==> config.mk <==
export PLATFORM = sky130hd
export DESIGN_NAME = register_file_mrnw_flat
export DESIGN_NICKNAME = d
export VERILOG_FILES = /design/src/rtl/register_file_mrnw_if.sv /design/src/rtl/register_file_mrnw.sv /design/src/flat_wrapper.sv
export SDC_FILE = /design/constraint.sdc
export NUM_CORES = 2
export LEC_CHECK = 0
export ABC_AREA = 1
export CORE_AREA = 3 3 418 420
export DETAILED_ROUTE_END_ITERATION = 7
export DIE_AREA = 0 0 421 423
export DONT_BUFFER_PORTS = 1
export PLACE_DENSITY = 0.47
export SETUP_SLACK_MARGIN = 0.3
export SLEW_MARGIN = 20
export SYNTH_ARGS = -nofsm -noshare
export SYNTH_HDL_FRONTEND = slang
export SYNTH_SLANG_ARGS = --single-unit
==> constraint.sdc <==
create_clock -name clk -period 2.8 [get_ports clk]
set_clock_uncertainty 0.05 [all_clocks]
set_input_delay 0 -clock clk [delete_from_list [all_inputs] [get_ports clk]]
set_output_delay 0 -clock clk [all_outputs]
set_load 0.01 [all_outputs]
==> src/rtl/register_file_mrnw_if.sv <==
// register_file_mrnw_if: read, write and scoreboard signals of the
// multi-port register file. The master side is decode/issue plus writeback;
// the slave side is the register file itself.
interface register_file_mrnw_if #(
  parameter int SIZE   = 16,
  parameter int WIDTH  = 32,
  parameter int NUM_RD = 3,
  parameter int NUM_WR = 2
);
  localparam int AW = (SIZE > 2) ? $clog2(SIZE) : 1;

  logic [NUM_RD*AW-1:0]    rd_addr;
  logic [NUM_RD*WIDTH-1:0] rd_data;
  logic [NUM_RD-1:0]       rd_pend;
  logic [NUM_WR-1:0]       wr_en;
  logic [NUM_WR*AW-1:0]    wr_addr;
  logic [NUM_WR*WIDTH-1:0] wr_data;
  logic                    sb_set_en;
  logic [AW-1:0]           sb_set_addr;
  logic                    init_busy;

  modport master (
    output rd_addr, wr_en, wr_addr, wr_data, sb_set_en, sb_set_addr,
    input  rd_data, rd_pend, init_busy
  );

  modport slave (
    input  rd_addr, wr_en, wr_addr, wr_data, sb_set_en, sb_set_addr,
    output rd_data, rd_pend, init_busy
  );
endinterface

==> src/rtl/register_file_mrnw.sv <==
// register_file_mrnw: parametrised multi-read/multi-write register file with
// per-register pending bits, same-cycle write-to-read bypass, optional
// hardwired zero register and a post-reset sweep that zeroes the array.
//
// state | meaning
// CLEAR | sweeping mem/pend to zero, one entry per cycle; ports masked
// READY | normal reads, writes and scoreboard updates
module register_file_mrnw #(
  parameter int SIZE     = 16,
  parameter int WIDTH    = 32,
  parameter int NUM_RD   = 3,
  parameter int NUM_WR   = 2,
  parameter bit ZERO_REG = 1'b1,
  parameter bit BYPASS   = 1'b1
) (
  input logic                 clk,
  input logic                 rst,
  register_file_mrnw_if.slave bus
);
  localparam int AW = (SIZE > 2) ? $clog2(SIZE) : 1;

  typedef enum logic {CLEAR, READY} state_t;

  state_t           state, state_nxt;
  logic [AW-1:0]    cnt, cnt_nxt;
  logic [WIDTH-1:0] mem [SIZE];
  logic [SIZE-1:0]  pend;
  logic             active;

  function automatic logic in_range(input logic [AW-1:0] a);
    return int'(a) < SIZE;
  endfunction

  // Register 0 is read-only when hardwired to zero.
  function automatic logic writable(input logic [AW-1:0] a);
    return in_range(a) && !(ZERO_REG && a == '0);
  endfunction

  assign active        = (state == READY) && !rst;
  assign bus.init_busy = rst || (state == CLEAR);

  // State and sweep pointer; reset always restarts the sweep at entry 0.
  always_ff @(posedge clk) begin
    if (rst) begin
      state <= CLEAR;
      cnt   <= '0;
    end else begin
      state <= state_nxt;
      cnt   <= cnt_nxt;
    end
  end

  // Advance the sweep pointer and leave CLEAR once the last entry is zeroed.
  always_comb begin
    state_nxt = state;
    cnt_nxt   = cnt;
    case (state)
      CLEAR: begin
        if (int'(cnt) == SIZE - 1) begin
          state_nxt = READY;
          cnt_nxt   = '0;
        end else begin
          cnt_nxt = cnt + AW'(1);
        end
      end
      default: state_nxt = state;
    endcase
  end

  // Array and pending bits: sweep in CLEAR, ports and scoreboard in READY.
  // Later loop iterations override earlier ones, so the highest write port
  // wins a same-address conflict and a scoreboard set beats a write clear.
  always_ff @(posedge clk) begin
    if (!rst && state == CLEAR) begin
      mem[cnt]  <= '0;
      pend[cnt] <= 1'b0;
    end else if (active) begin
      for (int j = 0; j < NUM_WR; j++) begin
        if (bus.wr_en[j] && writable(bus.wr_addr[j*AW +: AW])) begin
          mem[bus.wr_addr[j*AW +: AW]]  <= bus.wr_data[j*WIDTH +: WIDTH];
          pend[bus.wr_addr[j*AW +: AW]] <= 1'b0;
        end
      end
      if (bus.sb_set_en && writable(bus.sb_set_addr)) begin
        pend[bus.sb_set_addr] <= 1'b1;
      end
    end
  end

  // Combinational read ports; the zero register and out-of-range addresses
  // stay at the zero default, so they take precedence over bypass.
  always_comb begin
    bus.rd_data = '0;
    bus.rd_pend = '0;
    for (int i = 0; i < NUM_RD; i++) begin
      logic [AW-1:0] a;
      a = bus.rd_addr[i*AW +: AW];
      if (active && in_range(a) && !(ZERO_REG && a == '0)) begin
        bus.rd_data[i*WIDTH +: WIDTH] = mem[a];
        bus.rd_pend[i]                = pend[a];
        if (BYPASS) begin
          for (int j = 0; j < NUM_WR; j++) begin
            if (bus.wr_en[j] && bus.wr_addr[j*AW +: AW] == a) begin
              bus.rd_data[i*WIDTH +: WIDTH] = bus.wr_data[j*WIDTH +: WIDTH];
              bus.rd_pend[i]                = 1'b0;
            end
          end
        end
      end
    end
  end
endmodule

==> src/flat_wrapper.sv <==
// flat-port wrapper written by rule: the top's interface ports become plain ports
module register_file_mrnw_flat 
#(
  parameter int SIZE     = 16,
  parameter int WIDTH    = 32,
  parameter int NUM_RD   = 3,
  parameter int NUM_WR   = 2,
  parameter bit ZERO_REG = 1'b1,
  parameter bit BYPASS   = 1'b1
)
  (clk, rst, bus_rd_addr, bus_wr_en, bus_wr_addr, bus_wr_data, bus_sb_set_en, bus_sb_set_addr, bus_rd_data, bus_rd_pend, bus_init_busy);
  register_file_mrnw_if #(.SIZE(SIZE), .WIDTH(WIDTH), .NUM_RD(NUM_RD), .NUM_WR(NUM_WR)) bus_i ();
  input logic clk;
  input logic rst;
  input wire logic [$bits(bus_i.rd_addr)-1:0] bus_rd_addr;
  input wire logic [$bits(bus_i.wr_en)-1:0] bus_wr_en;
  input wire logic [$bits(bus_i.wr_addr)-1:0] bus_wr_addr;
  input wire logic [$bits(bus_i.wr_data)-1:0] bus_wr_data;
  input wire logic [$bits(bus_i.sb_set_en)-1:0] bus_sb_set_en;
  input wire logic [$bits(bus_i.sb_set_addr)-1:0] bus_sb_set_addr;
  output wire logic [$bits(bus_i.rd_data)-1:0] bus_rd_data;
  output wire logic [$bits(bus_i.rd_pend)-1:0] bus_rd_pend;
  output wire logic [$bits(bus_i.init_busy)-1:0] bus_init_busy;
  assign bus_i.rd_addr = bus_rd_addr;
  assign bus_i.wr_en = bus_wr_en;
  assign bus_i.wr_addr = bus_wr_addr;
  assign bus_i.wr_data = bus_wr_data;
  assign bus_i.sb_set_en = bus_sb_set_en;
  assign bus_i.sb_set_addr = bus_sb_set_addr;
  assign bus_rd_data = bus_i.rd_data;
  assign bus_rd_pend = bus_i.rd_pend;
  assign bus_init_busy = bus_i.init_busy;
  register_file_mrnw #(.SIZE(SIZE), .WIDTH(WIDTH), .NUM_RD(NUM_RD), .NUM_WR(NUM_WR), .ZERO_REG(ZERO_REG), .BYPASS(BYPASS)) u_core (.clk(clk), .rst(rst), .bus(bus_i));
endmodule
**Yosys cells after proc, flatten, opt, wreduce, memory -nomap -nowiden**

Memories as Yosys holds them, arrays and structs flattened.
Index checks and enable logic that the tools add are counted.

- Order comparisons: 11
- Add/subtract/negate cells: 1
- Muxes and demuxes: 57
- Eq/ne operators: 7
- Reduce and logical (&&, ||, !) cells: 34
- Bitwise operators: 8

Operator list:

| operator | number |
|---|---|
| 32-bit two-way mux | 10 |
| 16-bit two-way mux | 9 |
| 16-bit AND | 3 |
| 16-bit NOT | 3 |
| 4-bit by 5-bit less-than comparator with 1-bit output, second input constant | 7 |
| 32-bit OR reduction | 1 |
| 1-bit two-way mux | 29 |
| 4-bit == test | 6 |
| 4-bit zero test | 6 |
| 1-bit logical AND | 18 |
| 1-bit demux with 4-bit select | 4 |
| 4-bit by 1-bit greater-or-equal comparator with 1-bit output, second input constant | 4 |
| 16-bit OR | 1 |
| 1-bit binary-select mux with 4-bit select | 3 |
| 4-bit two-way mux | 2 |
| 1-bit zero test | 7 |
| 4-bit by 1-bit adder with 4-bit output, second input constant | 1 |
| 4-bit by 1-bit == test with 1-bit output, second input constant | 1 |
| 2-bit nonzero test | 1 |
| 1-bit logical OR | 1 |
| 1-bit NOT | 1 |

- Memories kept: 1
- Memory bits (writable): 512
- Input port bits: 93
- Logic and storage cells: 122
- Output and inout port bits: 100
- Flip-flop bits (word level): 21

Memories:

| memory | words | bits a word | rd ports | clocked after memory_dff | wr ports | RTL line | source |
|---|---|---|---|---|---|---|---|
| u_core.mem | 16 | 32 | 3 | 0 | 2 | register_file_mrnw.sv:26 | `logic [WIDTH-1:0] mem [SIZE];` |

**Logic depth before layout (Yosys ltp)**

- Word-level depth: 17
- Gate-level depth with buffers: 13
- Gate-level depth less buffers: 10

**Least setup slack after synthesis**

OpenSTA, ideal clock, no wires.

- Kind: register -> register
- Start: register u_core.state
- End: memory u_core.mem[7][0], enable pin
- Setup time: 0.425 ns
- Arrival time: 2.643 ns
- Stages on the path, launching flop included: 8
- Path slack: -0.318 ns
- Buffers on the path: 1
- Cells stage by stage: dfxtp_1 nand2_2 nor2_8 buf_4 o21ai_1 nor2_1 nand2_1 o21ai_1

RTL lines:

| what | RTL line | source |
|---|---|---|
| start, declared | register_file_mrnw.sv:24 | `state_t state, state_nxt;` |
| start signal, assigned | register_file_mrnw.sv:48 | `state <= state_nxt;` |
| end, declared | register_file_mrnw.sv:26 |  |

**Final worst setup path**

- Start: input bus_rd_addr[0]
- End: output bus_rd_data[14]

- Cells in the longest elaborated chain, start to end: 5
- Elaborated cells on any way between the ends: 11

Ends and longest elaborated chain:

| what | RTL line | source |
|---|---|---|
| start, declared | flat_wrapper.sv:15 | `input wire logic [$bits(bus_i.rd_addr)-1:0] bus_rd_addr;` |
| branches (longest 4 deep; another with memory 16 x 32 bit) | -- |  |
| 32-bit two-way mux * | register_file_mrnw.sv:98 | `if (active && in_range(a) && !(ZERO_REG && a == '0)) begin` |
| end, declared | flat_wrapper.sv:21 | `output wire logic [$bits(bus_i.rd_data)-1:0] bus_rd_data;` |

Every way passes the cells marked *.

==> summary.md <==
| Metric | Value |
|---|---|
| RSZ-0062 raised after global routing | yes |
| Root buffer selected by CTS | clkbuf_16 |
| Largest net degree at the start of global routing | 315 |
| Routed len/inst | 24.28 µm |
| Largest stage delay on the critical path | 0.56 ns |
| Status | completed |
| EDFF count, synth | 528 |
| Final setup fails | 0 |
| Crit path buffers/inverters | 3 |
| Yosys reg bits | 533 |
| Initial DRC Count | 5915 |
| Post-placement cell area | 0.04576 mm² |
| Fin crit share | 97.13% |
| Final TNS setup | 0 ns |
| Post-DP HPWL | 128.8 mm |
| Worst relative slew slack | 21.82% |
| Area Overhead vs Synth | 15.86% |
| Register area share after synthesis | 37.26% |
| Die W | 421 µm |
| All-layer global routing usage | 23.30% |
| Post-Syn Area per Cell | 6.465 µm² |
| Critical Path RT | 2.75 ns |
| Post-layout nets | 6618 |
| Core Area | 0.1714 mm² |
| Yosys cell types | 37 |
| # rows | 152 |
| Hold/Removal Path Class | primary input to flip-flop |
| Vias in the first global route | 43650 |
| First-pass GRT wire length | 308.4 mm |
| DRC errors left | 0 |
| Ys Warns | 0 |
| Ranking of synthesized cells by area | edfxtp_1 (37%), nand2_1 (24%), nand3_1 (11%) |
| Pwr/cell area | 427.8 mW/mm² |
| WHS | 0.04664 ns |
| Syn nets | 6720 |
| Hold Vio Cnt, Final | 0 |
| Clock Latency Late Sink | 0.68 ns |
| Post-synth ARST share | 0% |
| Most used cell along the critical path | nand2_1 |
| Final Wtd Congestion | 0.8901 |
| Area share of fa/ha/maj cells after synthesis | 0.1169% |
| Layout cells sized above 1 | 7.318% |
| H-tree level count | 3 |
| Vias per inst | 5.216 |
| CTS tree | built |
| Final instance area | 0.04961 mm² |
| Synth Area in Compound Gates | 11.48% |
| DIE AREA | 0.1781 mm² |
| Clock tree buffer depth | 3 |
| Initial Utilization | 24.99% |
| Xor/xnor share of the synthesized area | 0.06137% |
| Main combinational cell family by area after synthesis | simple AND/OR/NAND/NOR gates |
| Synth Instances | 6623 |
| Core Util, Final | 28.95% |
| Post-synth top flop | edfxtp_1 |
| Arrival time at the worst endpoint | 2.67 ns |
| Count leader, synth | nand2_1 |
| Gr ovfl total | 0 |
| CP delay by family, top | buffers and inverters |
| Die Y | 423 µm |
| Startpoint types | primary input |
| Yosys top cell by area | edfxtp_1 |
| P_leak | 0.02112 µW |
| Placed Cells | 8622 |
| Synthesized cell area | 0.04282 mm² |
| VDD IR-drop max | 0.4559 mV |
| Min Tclk post-route | 2.720 ns |
| Max-cap violations | 0 |
| Post-synthesis mux area share | 0% |
| WL final | 215.8 mm |
| DRT Pass-1 Iters | 6 |
| Clock sink total | 533 |
| Crit path capture type | output port |
| CTS clk-pin slew, worst paths | 0.06 ns |
| Worst Tran Pin Value | 1.173 ns |
| Yosys top cell area share | 37.03% |
| Critical-path maximum fanout | 312 |
| Top post-synthesis cells by count | nand2_1 (2792), nand3_1 (969), inv_1 (595) |
| Cells along the critical path | inv_12 > buf_4 > nand2_1 > nand3_1 > nand2_1 > nand2_1 > nand2_1 > nor2_1 > nand2_1 > nand2_1 > a21oi_1 > buf_4 |
| Fin cells | 8890 |
| Num CTS Buffers | 73 |
| Final slew viol count | 0 |
| Ports | 193 |
| Fmax | 367.7 MHz |
| Setup Crit Path Kind | primary input to output port |
| Synth Area in Simple Gates | 39.49% |
| DRT antenna net count | 0 |
| Initial antenna violation count | 4 |
| Crit path max-delay cell type | inv_12 |
| Port buffer count | 0 |
| Via count | 46370 |
## cell usage in the layout, fill, tap and decap left out, types with 111 or more instances in the layout
| cell | instances |
|---|---|
| buf_4 | 178 |
| edfxtp_1 | 528 |
| a21oi_1 | 132 |
| o211ai_1 | 111 |
| nand2_1 | 2782 |
| dlygate4sd3_1 | 122 |
| nand3_1 | 962 |
| inv_1 | 589 |
| o21ai_0 | 259 |
| nor2_1 | 185 |
| o21ai_1 | 354 |
## logic make-up after synthesis
| logic type | count (synthesis) |
|---|---|
| buffers and inverters | 1158 |
| XOR/XNOR | 3 |
| flip-flops | 533 |
| AO/OA/AOI/OAI | 904 |
| AND/OR/NAND/NOR | 4021 |
| adder cells (fa/ha/maj) | 4 |
## power by group
part | internal, µW | switching (µW)
clock | 5170 | 4170
combinational | 893 | 2140
sequential | 8800 | 54.1
total | 14900 | 6360
## metal layers
layer / part of all wire, % / routed length (µm) / global-route usage (%) / up-vias
met5: 0.047 / 102 / 0.3495 / -
met4: 5.0 / 10780 / 10.89 / 4
met3: 11 / 24220 / 5.342 / 502
met2: 42 / 91290 / 35.04 / 2869
met1: 41 / 89460 / 31.49 / 21710
li1: - / - / - / 21280
## area by class of cell
class	instances	area, µm²
fillers	18770	121700
multi-input cells	4932	22250
flip-flops and latches	533	15960
repair buffers	367	3857
well taps	2310	2890
inverters	614	2355
clock buffers	86	1897
clock inverters	41	381.6
diodes	7	17.52
## metrics by stage
step	total power, µW	worst slack [ns]
floorplan	10990	0.2328
global placement	11810	0.3875
detailed placement	11810	0.4092
CTS	21260	0.2814
global route	21860	0.2506
finish	21220	0.08041
## flip-flops by register name, summed over array words and instances (netlist names)
name / cells
u_core.pend: 16
u_core.state: 1
u_core.cnt: 4
u_core.mem: 512
## worst register-to-register path, stage by stage, from the launching register on
cell and delay, ns:
dfxtp_1 0.46, ha_1 0.30, nand3_2 0.17, nand3_1 0.13
dlygate4sd3_1 0.55, o22ai_1 0.07, dlygate4sd3_1 0.55
## worst paths after layout
kind	start	cells after the start	to	slack, ns
min reg2reg	u_core.pend[0]$_DFFE_PP_	2	u_core.pend[0]$_DFFE_PP_	0.58
max	bus_rd_addr[0]	12	bus_rd_data[14]	0.08
min	bus_wr_addr[5]	4	u_core.mem[12][25]$_DFFE_PP_	0.05
max reg2reg	u_core.cnt[0]$_SDFFE_PP0N_	6	u_core.cnt[3]$_SDFFE_PP0N_	0.40
## repair_timing
| action | CTS | global route |
|---|---|---|
| buffers inserted | 5 | 3 |
| gates resized for setup | 23 | 34 |
| setup endpoints to repair | 87 | 33 |
| pin swaps | 0 | 2 |
| hold buffers | 124 | 0 |
| gates cloned | 2 | 0 |
| hold endpoints to repair | 597 | 0 |
Note: power is estimated with default switching activity, not from simulation.
